`src/rtl/bambu_mem_port_arbiter.sv`:
```
// Round-robin arbiter sharing one single-port, fixed-latency RAM between two Bambu bus channels.
// Optional BAMBU_MEM_ARB_PERF_EN adds saturating grant and conflict counters.
module bambu_mem_port_arbiter #(
  parameter int BITSIZE_addr = 7,
  parameter int BITSIZE_data = 8,
  parameter int BITSIZE_size = 4,
  parameter int READ_LAT     = 2,
  parameter int WRITE_LAT    = 1
) (
  input  logic                      clock,
  input  logic                      reset,
  input  logic [1:0]                Mout_oe_ram,
  input  logic [1:0]                Mout_we_ram,
  input  logic [2*BITSIZE_addr-1:0] Mout_addr_ram,
  input  logic [2*BITSIZE_data-1:0] Mout_Wdata_ram,
  input  logic [2*BITSIZE_size-1:0] Mout_data_ram_size,
  output logic [2*BITSIZE_data-1:0] M_Rdata_ram,
  output logic [1:0]                M_DataRdy,
  output logic                      mem_en,
  output logic                      mem_we,
  output logic [BITSIZE_addr-1:0]   mem_addr,
  output logic [BITSIZE_data-1:0]   mem_wdata,
  output logic [BITSIZE_data-1:0]   mem_wmask,
  input  logic [BITSIZE_data-1:0]   mem_rdata,
`ifdef BAMBU_MEM_ARB_PERF_EN
  output logic [31:0]               grant_cnt0,
  output logic [31:0]               grant_cnt1,
  output logic [31:0]               conflict_cnt,
`endif
  output logic                      proto_err
);

  typedef enum logic [1:0] {IDLE, ISSUE, WAIT, RESP} state_t;

  localparam int MAX_LAT = (READ_LAT > WRITE_LAT) ? READ_LAT : WRITE_LAT;
  localparam int CNT_W   = $clog2(MAX_LAT + 1);

  state_t                  state, state_nxt;
  logic [CNT_W-1:0]        wait_cnt;
  logic                    last_grant;
  logic                    grant_q;
  logic                    we_q;
  logic [BITSIZE_addr-1:0] addr_q;
  logic [BITSIZE_data-1:0] wdata_q;
  logic [BITSIZE_size-1:0] size_q;
  logic [BITSIZE_data-1:0] rdata_q;
  logic [BITSIZE_data-1:0] mask;
  logic [1:0]              valid;
  logic                    grant;
  logic                    lat_done;

  // A channel requests only when exactly one of oe/we is set; both set is a protocol error.
  assign valid = Mout_oe_ram ^ Mout_we_ram;

  always_comb begin
    if (valid == 2'b11) grant = ~last_grant;
    else                grant = valid[1];
  end

  assign lat_done = we_q ? (wait_cnt == CNT_W'(WRITE_LAT - 1))
                         : (wait_cnt == CNT_W'(READ_LAT - 1));

  // Bit i of the mask is set when i < size, so size 0 gives 0 and size >= width gives all ones.
  always_comb begin
    mask = '0;
    for (int i = 0; i < BITSIZE_data; i++) mask[i] = (i < int'(size_q));
  end

  // NOTE: every output gets a default before the case, so no path leaves it unassigned (no latch).
  always_comb begin
    state_nxt   = state;
    mem_en      = 1'b0;
    mem_we      = 1'b0;
    mem_addr    = '0;
    mem_wdata   = '0;
    mem_wmask   = '0;
    M_DataRdy   = 2'b00;
    M_Rdata_ram = '0;
    case (state)
      IDLE: if (|valid) state_nxt = ISSUE;
      ISSUE: begin
        mem_en    = 1'b1;
        mem_we    = we_q;
        mem_addr  = addr_q;
        mem_wdata = wdata_q;
        mem_wmask = mask;
        state_nxt = WAIT;
      end
      WAIT: if (lat_done) state_nxt = RESP;
      RESP: begin
        M_DataRdy = grant_q ? 2'b10 : 2'b01;
        if (!we_q) begin
          if (grant_q) M_Rdata_ram[2*BITSIZE_data-1:BITSIZE_data] = rdata_q & mask;
          else         M_Rdata_ram[BITSIZE_data-1:0]              = rdata_q & mask;
        end
        state_nxt = IDLE;
      end
      default: state_nxt = IDLE;
    endcase
  end

  // NOTE: state registers use non-blocking assignments so every flop sees pre-edge values.
  // NOTE: the latched request is reset too, so a reset mid-access leaves no stale operation behind.
  always_ff @(posedge clock or posedge reset) begin
    if (reset) begin
      state      <= IDLE;
      wait_cnt   <= '0;
      last_grant <= 1'b1;
      grant_q    <= 1'b0;
      we_q       <= 1'b0;
      addr_q     <= '0;
      wdata_q    <= '0;
      size_q     <= '0;
      rdata_q    <= '0;
      proto_err  <= 1'b0;
    end else begin
      state <= state_nxt;
      case (state)
        IDLE: begin
          if (|(Mout_oe_ram & Mout_we_ram)) proto_err <= 1'b1;
          if (|valid) begin
            grant_q    <= grant;
            last_grant <= grant;
            we_q       <= grant ? Mout_we_ram[1] : Mout_we_ram[0];
            addr_q     <= grant ? Mout_addr_ram[2*BITSIZE_addr-1:BITSIZE_addr]
                                : Mout_addr_ram[BITSIZE_addr-1:0];
            wdata_q    <= grant ? Mout_Wdata_ram[2*BITSIZE_data-1:BITSIZE_data]
                                : Mout_Wdata_ram[BITSIZE_data-1:0];
            size_q     <= grant ? Mout_data_ram_size[2*BITSIZE_size-1:BITSIZE_size]
                                : Mout_data_ram_size[BITSIZE_size-1:0];
          end
        end
        ISSUE: wait_cnt <= '0;
        WAIT: begin
          wait_cnt <= wait_cnt + 1'b1;
          if (lat_done && !we_q) rdata_q <= mem_rdata;
        end
        default: ;
      endcase
    end
  end

`ifdef BAMBU_MEM_ARB_PERF_EN
  always_ff @(posedge clock or posedge reset) begin
    if (reset) begin
      grant_cnt0   <= '0;
      grant_cnt1   <= '0;
      conflict_cnt <= '0;
    end else if (state == IDLE) begin
      if (|valid && !grant && grant_cnt0 != '1) grant_cnt0 <= grant_cnt0 + 32'd1;
      if (|valid &&  grant && grant_cnt1 != '1) grant_cnt1 <= grant_cnt1 + 32'd1;
      if (valid == 2'b11 && conflict_cnt != '1) conflict_cnt <= conflict_cnt + 32'd1;
    end
  end
`endif

endmodule
```
`config.mk`:
```
export PLATFORM = sky130hd
export DESIGN_NAME = bambu_mem_port_arbiter
export DESIGN_NICKNAME = d
export VERILOG_FILES = /design/src/rtl/bambu_mem_port_arbiter.sv
export SDC_FILE = /design/constraint.sdc
export NUM_CORES = 1
export LEC_CHECK = 0
export BUFFER_PORTS_ARGS = -buffer_cell sky130_fd_sc_hd__buf_2
export CAP_MARGIN = 20
export CORE_ASPECT_RATIO = 0.6
export CORE_MARGIN = 3
export CORE_UTILIZATION = 32
export CTS_CLUSTER_DIAMETER = 120
export CTS_CLUSTER_SIZE = 24
export DETAILED_ROUTE_END_ITERATION = 16
export GPL_ROUTABILITY_DRIVEN = 0
export GPL_TIMING_DRIVEN = 0
export SYNTH_ARGS = -nofsm -noshare
export SYNTH_HDL_FRONTEND = slang
export SYNTH_SLANG_ARGS = --single-unit
```
`constraint.sdc`:
```
create_clock -name clock -period 1.4 [get_ports clock]
set_input_delay 0.35 -clock clock [delete_from_list [all_inputs] [get_ports clock]]
set_output_delay 0.35 -clock clock [all_outputs]
set_load 0.02 [all_outputs]
```
# Word-level counts from Yosys, hierarchy flattened
# Index checks and enable logic that the tools add are counted.
[classes]
bitwise_logic = 4
muxes = 21
add_sub_neg = 1
n_lt_le_gt_ge = 8
n_reduce_logical = 11
eq_ne = 7
[ops]
columns = ["cell", "n"]
rows = [
  ["8-bit two-way mux", 5],
  ["16-bit two-way mux", 2],
  ["3-bit by 4-bit < comparator with 1-bit output, first input constant", 4],
  ["7-bit two-way mux", 2],
  ["8-bit AND", 1],
  ["1-bit by 4-bit < comparator with 1-bit output, first input constant", 2],
  ["2-bit by 4-bit < comparator with 1-bit output, first input constant", 2],
  ["2-bit two-way mux", 4],
  ["2-bit one-hot mux with 4 select lines", 1],
  ["2-bit AND reduction", 4],
  ["2-bit equality test, second input constant", 3],
  ["1-bit two-way mux", 5],
  ["2-bit by 1-bit equality test with 1-bit output, second input constant", 2],
  ["2-bit logical NOT", 2],
  ["4-bit two-way mux", 1],
  ["2-bit inequality test, second input constant", 2],
  ["2-bit one-hot mux with 2 select lines", 1],
  ["2-bit OR reduction", 2],
  ["2-bit by 1-bit adder with 2-bit output, second input constant", 1],
  ["2-bit AND", 1],
  ["2-bit nonzero test", 1],
  ["2-bit XOR", 1],
  ["1-bit logical AND", 1],
  ["1-bit logical NOT", 1],
  ["1-bit inverter", 1],
]
[totals]
out_inout_bits = 44
wordCells = 62
regBits = 35
input_bits = 52

# Longest topological paths before layout
# Gate-level depths: netlist (run 1).
[depth]
depth_word = 5
mapped_depth = 6
ltp_nobuf = 5

# Worst setup path after synthesis (run 1)
# Ideal clock, no wire load.
[synth_timing]
path_kind = "reg2out"
startpoint = "register state[0]"
endpoint = "output port M_Rdata_ram[4]"
required_time_ns = 1.050
stages_incl_launch_ff = 6
n_path_buf = 1
slack_ns = -0.420
arrival_ns = 1.470
path_cell_list = "dfrtp_1 ha_1 nor2b_1 nand2b_1 clkbuf_1 nor2_1"
[synth_between]
elab_chain_len = 2
[synth_lines]
columns = ["item", "line", "source"]
rows = [
  ["start: declaration", "38", "state_t state, state_nxt;"],
  ["start signal: assignment", "117", "state <= state_nxt;"],
  ["2-bit equality test", "79", "case (state)"],
  ["16-bit two-way mux", "79", ""],
  ["end: declaration", "17", "output logic [2*BITSIZE_data-1:0] M_Rdata_ram,"],
]
# Every way passes these cells.

# Final worst setup path (run 1)
[layout_timing]
startpoint = "register size_q[1]"
endpoint = "output port M_Rdata_ram[0]"
[layout_between]
elab_chain_len = 5
[layout_lines]
columns = ["item", "line", "source"]
rows = [
  ["start: declaration", "45", "logic [BITSIZE_size-1:0] size_q;"],
  ["start signal: assignment", "129", "size_q <= grant ? Mout_data_ram_size[2*BITSIZE_size-1:BITSIZE_size]"],
  ["1-bit by 4-bit < comparator with 1-bit output", "66", "for (int i = 0; i < BITSIZE_data; i++) mask[i] = (i < int'(size_q));"],
  ["8-bit AND", "94", "else M_Rdata_ram[BITSIZE_data-1:0] = rdata_q & mask;"],
  ["8-bit two-way mux", "93", "if (grant_q) M_Rdata_ram[2*BITSIZE_data-1:BITSIZE_data] = rdata_q & mask;"],
  ["16-bit two-way mux", "92", "if (!we_q) begin"],
  ["16-bit two-way mux", "79", ""],
]
# Every way passes these cells.

==> results of run 1 <==
[per-layer routing]
metal	global-route usage, %	share of wire [%]	wire length, um
met1	24.1	47	2920
met3	5.71	8.7	540
met4	4.72	0.65	40
met2	24.2	43	2690
met5	0	0	0
[stage by stage]
stage / std cells / area, sq um
final: 414 / 3710
after CTS: 403 / 3450
after floorplan: 204 / 2180
after global placement: 379 / 2750
after global routing: 414 / 3710
after detailed placement: 380 / 2780
[how the worst max path moves through the flow]
stage,endpoint,depth (start not counted)
5_1_grt,M_Rdata_ram[1],6
3_5_place_dp,mem_wmask[2],5
6_report,M_Rdata_ram[0],4
4_1_cts,M_Rdata_ram[8],4
2_1_floorplan,M_Rdata_ram[0],5
3_3_place_gp,mem_wmask[2],5
[cell usage after synthesis]
library cell / instances / area share [%]
dfrtp_1: 34 / 43
nand2_1: 25 / 4.7
and2_1: 21 / 6.6
mux2i_1: 21 / 11
o21ai_1: 20 / 5.1
nor2_1: 16 / 3.0
ha_1: 9 / 5.7
mux2_2: 9 / 5.1
o21ai_0: 9 / 2.3
clkbuf_1: 6 / 1.1
inv_1: 6 / 1.1
o21a_1: 5 / 1.9
buf_2: 3 / 0.76
nand2b_1: 3 / 0.95
a21oi_1: 2 / 0.51
buf_6: 2 / 1.1
nand3_1: 2 / 0.51
a211o_1: 1 / 0.44
a21bo_2: 1 / 0.51
a21o_1: 1 / 0.38
a31oi_1: 1 / 0.32
and3_1: 1 / 0.32
dfstp_2: 1 / 1.3
nand3b_2: 1 / 0.57
nor2b_1: 1 / 0.32
nor3b_2: 1 / 0.63
o32a_1: 1 / 0.51
or3_1: 1 / 0.32
[layout make-up]
cell class / count / area, sq um
well taps: 80 / 100
repair buffers: 122 / 1040
inverters: 6 / 32.5
fillers: 493 / 2070
multi-input cells: 153 / 1430
plain buffers: 10 / 144
flip-flops and latches: 35 / 880
clock buffers: 8 / 80.1
[sequential cells by signal, summed over array words and instances, names as in the netlist]
register / count
addr_q: 7
grant_q: 1
last_grant: 1
proto_err: 1
rdata_q: 8
size_q: 4
state: 2
wait_cnt: 2
wdata_q: 8
we_q: 1
[placed cells by master (no fill, tap or decap), types with 6 or more instances in the layout]
cell type   n
dfrtp_1    32
and2_4     20
buf_6      60
o21ai_1    16
nand2_1    15
buf_2      53
mux2i_1    20
nor2_4     16
o21ai_2     6
buf_4      11
mux2_2      7
nand2_2    10
[logic make-up after synthesis]
kind of cell,Yosys count
muxes,30
adders and majority gates,9
buffers and inverters,17
DFF,35
and+or+nand+nor,72
AOI/OAI and AO/OA,41
[power by group through the flow]
stage	clock network [uW]	logic, uW	registers [uW]
6_report	705	5350	1910
5_1_grt	778	5740	1980
2_1_floorplan	0	2420	1770
3_5_place_dp	0	3220	1870
3_3_place_gp	0	3160	1840
4_1_cts	726	4640	1870
[repair_timing]
action | 4_1_cts | 5_1_grt
resized for setup | 142 | 54
setup endpoints to repair | 73 | 74
setup buffers | 12 | 10
gates cloned | 3 | 4
pin swaps | 16 | 9
==> metrics, run 1 <==
status finished, violations left; failing checks negative setup slack; Synth Area in Simple Gates 18.0%; Setup crit start size_q[1]; Synth Instances 204; Critical Path Source Type flip-flop; DRT iter0 DRCs 41; CP max-delay cell dfrtp_2; Pleak 0.00178 uW; final core utilization 64.2%; IO Pins 96; antenna-violating nets left 0; Seq pwr share 24.0%; antenna violations before repair 0; # diodes 0; Compound-Gate Fraction of Synth Area 11.9%; crit-path cells or3_4 -> o21ai_4 -> nor2_4 -> buf_6; clock buffer depth 2; std cell rows 21; reg2reg path depth 7; final hold slack 0.228 ns; clock share of power 8.9%; Reg clk slew, reported paths 0.07 ns; HP Class input port to asynchronous set/reset pin; drt first pass iters 4; internal power 4700 uW; # clock sinks 35; RSZ-0062 raised after global routing true; Place WS -0.357 ns; post-synthesis sequential area ratio 44.4%; CP Class flip-flop to output pin; die height 66.9 um; synthesized area 0.00198 sq mm; mean number of vias per cell 4.58; crit path time final 1.87 ns; largest family of logic cells by synthesized area simple AND/OR/NAND/NOR gates; Final WS setup -0.474 ns; CP max FO 4; Worst Skew 0.00585 ns; CTS buffer count 5; # port buffers 95; CP arrival 1.52 ns; share of post-route cells with drive strength above 1 68.0%; Setup TNS Final -19.53 ns; DR vias 1898; final WL 6.19 mm; CP peak stage delay 0.44 ns; area grow syn2layout 87.8%; total gr overflow 0; die width 107 um; full die area 0.00718 sq mm; final setup vio count 74; Synth cell types 28; Final Hold Fails 0; Power Total 7960 uW; Crit path max-delay family simple AND/OR/NAND/NOR gates; combinational share of power 67.2%; R2R Setup Slk -0.16 ns; Yosys reg bits 35; starting density of the core 34.2%; post-synthesis mux area share 15.8%; worst skew pair latency 0.28 ns; GRT Util Overall 16.9%; hpwl dp 4.10 mm; mean post-synth cell area 9.68 sq um; vias in the first global route 1823; largest net degree at the start of global routing 19; DRC violations left 0; switch share 40.9%; CTS tree done; Synth Area in XOR/XNOR 0%; Root Driver clkbuf_8; Adder-Cell Fraction of Synth Area 5.70%; post-route clock period utilization 134%; Yosys Warn Count 0; Avg WL per Cell 14.9 um; Peak VDD IR 735 uV; Critical path buffers and inverters 1; first-pass GRT wire length 9.32 mm; hold bufs inserted after CTS 0; power per cell area 2140 mW/mm^2; CP Capture Type output pin; max-slew violations 0; reg-to-reg critical path endpoint state[1]; slew of the pin with the lowest slew margin 0.819 ns; Crit path required time 1.05 ns; Nets 394; max_slew headroom 45.4%; core area 0.00578 sq mm; Critical R2R Launch state[1]; switching power 3250 uW; H-tree level count 2; Max-Cap Viols 0; Syn Nets 265; Max Clk Rate 534 MHz
No activity file was read; power rests on OpenSTA's default activity.
==> run 2: changes to the inputs <==
--- a/config.mk
+++ b/config.mk
@@ -9,12 +9,13 @@
 export CAP_MARGIN = 20
 export CORE_ASPECT_RATIO = 0.6
 export CORE_MARGIN = 3
-export CORE_UTILIZATION = 32
+export CORE_UTILIZATION = 42
 export CTS_CLUSTER_DIAMETER = 120
 export CTS_CLUSTER_SIZE = 24
 export DETAILED_ROUTE_END_ITERATION = 16
 export GPL_ROUTABILITY_DRIVEN = 0
 export GPL_TIMING_DRIVEN = 0
+export PLACE_DENSITY = 0.77
 export SYNTH_ARGS = -nofsm -noshare
 export SYNTH_HDL_FRONTEND = slang
 export SYNTH_SLANG_ARGS = --single-unit
==> run 2 against run 1 <==
Net effect: the run still ends with negative setup slack left; clock power grew 4.5%; highest routed layer unchanged; sequential power hardly changed; largest cell class unchanged; combinational power shrank 3.9%; via count rose by 3.0%; global-route usage is 4.9 points higher; core utilization grew 18 points; maximum frequency down 0.26%; sequential cell count is the same; total power shrank 1.8%; clock skew shrank 0.0016 ns; critical path depth is the same; first-iteration DRC count rose by 54%.
==> metrics, run 2 (synthesized netlist as in run 1, its figures left out) <==
clock buffer depth 2 (unchanged); Worst Skew 0.00427 ns (was 0.00585 ns); antenna-violating nets left 0 (unchanged); dpl cells 360 (was 380); total gr overflow 0 (unchanged); footprint of the multi-input gates 0.00137 sq mm (was 0.00143 sq mm); final core utilization 82.6% (was 64.2%); most common cell after layout, fill and taps aside buf_6 (unchanged); CP arrival 1.53 ns (was 1.52 ns); CTS buffer count 5 (unchanged); Fillers 243 (was 493); Avg WL per Cell 15.8 um (was 14.9 um); post-route clock period utilization 134% (about the same); DR vias 1954 (was 1898); worst skew pair latency 0.28 ns (about the same); Peak VDD IR 999 uV (was 735 uV); Pleak 0.00176 uW (was 0.00178 uW); Post-Layout Cell Count 392 (was 414); Max Clk Rate 532 MHz (was 534 MHz); die height 59.1 um (was 66.9 um); final setup vio count 74 (unchanged); hpwl dp 4.04 mm (was 4.10 mm); antenna violations before repair 0 (unchanged); CP peak stage delay 0.43 ns (was 0.44 ns); reg-to-reg critical path endpoint state[1] (unchanged); share of post-route cells with drive strength above 1 67.5% (was 68.0%); crit-path cells or3_4 -> nand2_1 -> nor2_4 -> buf_4 (was or3_4 -> o21ai_4 -> nor2_4 -> buf_6); std cell rows 18 (was 21); # clock sinks 35 (unchanged); Max-Cap Viols 0 (unchanged); Critical R2R Launch state[0] (was state[1]); CTS tree done (unchanged); R2R Setup Slk -0.18 ns (was -0.16 ns); largest registers rdata_q x8, wdata_q x8, addr_q x7 (unchanged); RSZ-0062 raised after global routing true (unchanged); storage element area 881 sq um (was 880 sq um); Nets 393 (was 394); Crit path max-delay family simple AND/OR/NAND/NOR gates (unchanged); H-tree level count 2 (unchanged); CP max FO 4 (unchanged); failing checks negative setup slack (unchanged); # port buffers 95 (unchanged); final WL 6.19 mm (about the same); area grow syn2layout 80.7% (was 87.8%); CP Class flip-flop to output pin (unchanged); hold bufs inserted after CTS 0 (unchanged); first-pass GRT wire length 9.34 mm (was 9.32 mm); reg2reg path depth 7 (unchanged); # diodes 0 (unchanged); power per cell area 2190 mW/mm^2 (was 2140 mW/mm^2); Critical Path End M_Rdata_ram[9] (was M_Rdata_ram[0]); Root Driver clkbuf_8 (unchanged); largest net degree at the start of global routing 23 (was 19); Final WS setup -0.479 ns (was -0.474 ns); max-slew violations 0 (unchanged); Final Hold Fails 0 (unchanged); slew of the pin with the lowest slew margin 0.866 ns (was 0.819 ns); vias in the first global route 1942 (was 1823); max_slew headroom 42.2% (was 45.4%); Critical path buffers and inverters 1 (unchanged); IO Pins 96 (unchanged); full die area 0.00559 sq mm (was 0.00718 sq mm); starting density of the core 45.7% (was 34.2%); most frequent cells in the layout buf_6 (55), buf_2 (53), dfrtp_1 (31) (was buf_6 (60), buf_2 (53), dfrtp_1 (32)); CP max-delay cell dfrtp_2 (unchanged); Setup TNS Final -19.26 ns (was -19.53 ns); final hold slack 0.248 ns (was 0.228 ns); Setup crit start size_q[2] (was size_q[1]); DRC violations left 0 (unchanged); mean number of vias per cell 4.98 (was 4.58); drt first pass iters 4 (unchanged); Crit path required time 1.05 ns (about the same); Levels on crit path 4 (unchanged); status finished, violations left (unchanged); GRT Util Overall 21.8% (was 16.9%); crit path time final 1.88 ns (was 1.87 ns); core area 0.00432 sq mm (was 0.00578 sq mm); die width 94.5 um (was 107 um); HP Class input port to asynchronous set/reset pin (unchanged); CP Capture Type output pin (unchanged); Critical Path Source Type flip-flop (unchanged); DRT iter0 DRCs 63 (was 41); Reg clk slew, reported paths 0.07 ns (about the same)
## run 2: cell types whose count changed in the layout (fill, tap and decap cells not counted), sizes merged
cell	change
buf	+3
clkinv	+1
clkbuf	-5
o21ai	-1
## run 2: per-layer routing
layer  part of all wire, %  track usage (%)
met4                  0.29             3.70
met5                     0                0
met3                   8.4             6.47
met1                    44             29.4
met2                    48             35.7
## run 2: layout make-up
class,instances,area share (%)
clock buffers,6,2.31
plain buffers,11,3.96
flip-flops and latches,35,24.7
clock inverters,1,0.140
well taps,60,2.10
inverters,6,0.771
repair buffers,121,27.7
multi-input cells,152,38.4
## run 2: worst min path at each step
stage	end	slack (ns)	depth (start not counted)
floorplan	addr_q[5]	0.44	2
global placement	proto_err	0.45	1
detailed placement	proto_err	0.46	1
CTS	size_q[3]	0.27	2
global route	state[0]	0.31	2
finish	proto_err	0.25	2
## run 2: metrics by stage
step	total power [uW]	instance area, sq um	setup slack (ns)
finish	7810	3570	-0.479
global route	8260	3570	-0.511
CTS	7310	3450	-0.495
detailed placement	5060	2740	-0.326
global placement	4940	2730	-0.325
floorplan	4190	2180	-0.135
## run 2: timing repair
item,CTS,global route
setup endpoints to repair,74,74
gates cloned,3,2
buffers inserted,18,5
resized for setup,146,36
pin swaps,16,7
## run 2: where the power goes
group | internal [uW] | total, uW | switching (uW)
clock network | 386 | 737 | 351
logic | 2670 | 5140 | 2470
registers | 1520 | 1930 | 411
==> run 3: changes to the inputs <==
==> constraint.sdc (replaced) <==
create_clock -name clock -period 1.4 [get_ports clock]
set_input_delay 0 -clock clock [delete_from_list [all_inputs] [get_ports clock]]
set_output_delay 0 -clock clock [all_outputs]
set_load 0.02 [all_outputs]
==> run 3 against run 2 <==
Net effect: the run ends with negative hold slack, negative setup slack left; maximum frequency rose by 25%; clock skew about the same; core utilization is 3.9 points lower; largest power group unchanged; critical endpoint is now state[1].
==> metrics, run 3 (synthesized netlist as in run 1, its figures left out) <==
status finished, violations left (unchanged); failing checks negative hold slack, negative setup slack (was negative setup slack); Post-DP Area 0.00257 sq mm (was 0.00274 sq mm); max_slew headroom 55.9% (was 42.2%); area grow syn2layout 72.1% (was 80.7%); Fillers 289 (was 243); Peak VDD IR 1180 uV (was 999 uV); CP Capture Type flip-flop (was output pin); Reg clk slew, reported paths 0.07 ns (about the same); Worst Skew 0.00464 ns (was 0.00427 ns); most common cell after layout, fill and taps aside buf_2 (was buf_6); DRT iter0 DRCs 49 (was 63); slew of the pin with the lowest slew margin 0.661 ns (was 0.866 ns); first-pass GRT wire length 9.07 mm (was 9.34 mm); Final WS setup -0.0995 ns (was -0.479 ns); share of post-route cells with drive strength above 1 54.1% (was 67.5%); final instance area 0.00340 sq mm (was 0.00357 sq mm); Final Hold Fails 2 (was 0); final hold slack -0.00104 ns (was 0.248 ns); CP max FO 6 (was 4); HP Class input port to flip-flop (was input port to asynchronous set/reset pin); Crit path max-delay family flip-flops (was simple AND/OR/NAND/NOR gates); crit-path cells inv_2 -> ha_4 -> nor3b_4 -> a21oi_2 -> mux2_4 (was or3_4 -> nand2_1 -> nor2_4 -> buf_4); die height 59.1 um (unchanged); Max-Cap Viols 0 (unchanged); H-tree level count 2 (unchanged); # port buffers 95 (unchanged); core area 0.00432 sq mm (unchanged); drt first pass iters 4 (unchanged); Pleak 0.00172 uW (was 0.00176 uW); CTS tree done (unchanged); Setup TNS Final -1.52 ns (was -19.26 ns); Avg WL per Cell 15.0 um (was 15.8 um); worst skew pair latency 0.28 ns (about the same); full die area 0.00559 sq mm (unchanged); Critical path buffers and inverters 1 (unchanged); most frequent cells in the layout buf_2 (55), dfrtp_1 (31), buf_6 (28) (was buf_6 (55), buf_2 (53), dfrtp_1 (31)); Power Total 6890 uW (was 7810 uW); final WL 5.98 mm (was 6.19 mm); vias in the first global route 1945 (was 1942); Critical Path Source Type flip-flop (unchanged); footprint of the multi-input gates 0.00120 sq mm (was 0.00137 sq mm); antenna violations before repair 0 (unchanged); Crit path required time 1.57 ns (was 1.05 ns); clock buffer depth 2 (unchanged); CP arrival 1.67 ns (was 1.53 ns); Levels on crit path 5 (was 4); Max Clk Rate 667 MHz (was 532 MHz); CP Class flip-flop to flip-flop (was flip-flop to output pin); total gr overflow 0 (unchanged); Root Driver clkbuf_8 (unchanged); storage element area 881 sq um (unchanged); RSZ-0062 raised after global routing true (unchanged); power per cell area 2030 mW/mm^2 (was 2190 mW/mm^2); antenna-violating nets left 0 (unchanged); CP peak stage delay 0.45 ns (was 0.43 ns); CP max-delay cell dfrtp_2 (unchanged); IO Pins 96 (unchanged); # diodes 0 (unchanged); # clock sinks 35 (unchanged); max-slew violations 0 (unchanged); CTS buffer count 5 (unchanged); post-route clock period utilization 107% (was 134%); Min-Delay Path Depth 3; final setup vio count 40 (was 74); largest registers rdata_q x8, wdata_q x8, addr_q x7 (unchanged); die width 94.5 um (unchanged); DRC violations left 0 (unchanged); largest net degree at the start of global routing 22 (was 23); reg2reg path depth 5 (was 7); crit path time final 1.50 ns (was 1.88 ns); hpwl dp 3.85 mm (was 4.04 mm); starting density of the core 45.7% (unchanged); DR vias 1944 (was 1954); std cell rows 18 (unchanged); mean number of vias per cell 4.88 (was 4.98); Nets 398 (was 393); GRT Util Overall 21.2% (was 21.8%)
[run 3: repair_timing]
action | in CTS | in global routing
pin swaps | 6 | 3
endpoints found under the setup margin | 60 | 63
gates cloned | 1 | 1
hold buffers | 20 | 2
endpoints found under the hold margin | 29 | 2
resized for setup | 108 | 39
setup buffers | 8 | 0
[run 3: worst reg2reg max path: stages, from the launching register on]
cell     delay [ns]
dfrtp_2        0.45
inv_2          0.13
ha_4           0.19
nor3b_4        0.24
a21oi_2        0.07
mux2_4         0.30
[run 3: worst paths after layout]
| path | from | endpoint | slack, ns |
|---|---|---|---|
| min in group asynchronous | reset | rdata_q[0] | 0.36 |
| max in group asynchronous | reset | last_grant | 0.44 |
| worst min register to register | proto_err | proto_err | 0.47 |
| worst min-delay path | Mout_Wdata_ram[0] | wdata_q[0] | -0.001 |
| worst max register to register | state[0] | state[1] | -0.1 |
| worst max-delay path | state[0] | state[1] | -0.1 |
[run 3: power breakdown]
part           internal (uW)  leakage (uW)  switching [uW]
sequential              1520      0.000419             369
clock                    449     0.0000515             349
combinational           2180       0.00125            2020
[run 3: area by class of cell]
class	count	area share, %
multi-input combinational	152	35.2
timing repair buffer	128	29.7
sequential	35	25.9
buffer	9	3.31
clock buffer	8	2.94
tap	60	2.21
inverter	6	0.662
[run 3: routing by layer]
| layer | global-route usage [%] | vias up | wire length (um) | part of all wire, % |
|---|---|---|---|---|
| li1 | - | 952 | - | - |
| met1 | 26.9 | 918 | 2680 | 45 |
| met2 | 36.5 | 69 | 2830 | 47 |
| met3 | 5.84 | 5 | 432 | 7.2 |
| met4 | 4.72 | 0 | 39 | 0.65 |
| met5 | 0 | - | 0 | 0 |
[run 3: through the flow]
step                      cells  util [%]  setup slack, ns
after CTS                   395      75.5          -0.0568
final                       398      78.6          -0.0995
after detailed placement    360      59.4           -0.263
after global placement      359      58.8           -0.238
after global routing        398      78.6           -0.167
after floorplan             204         -           0.0141
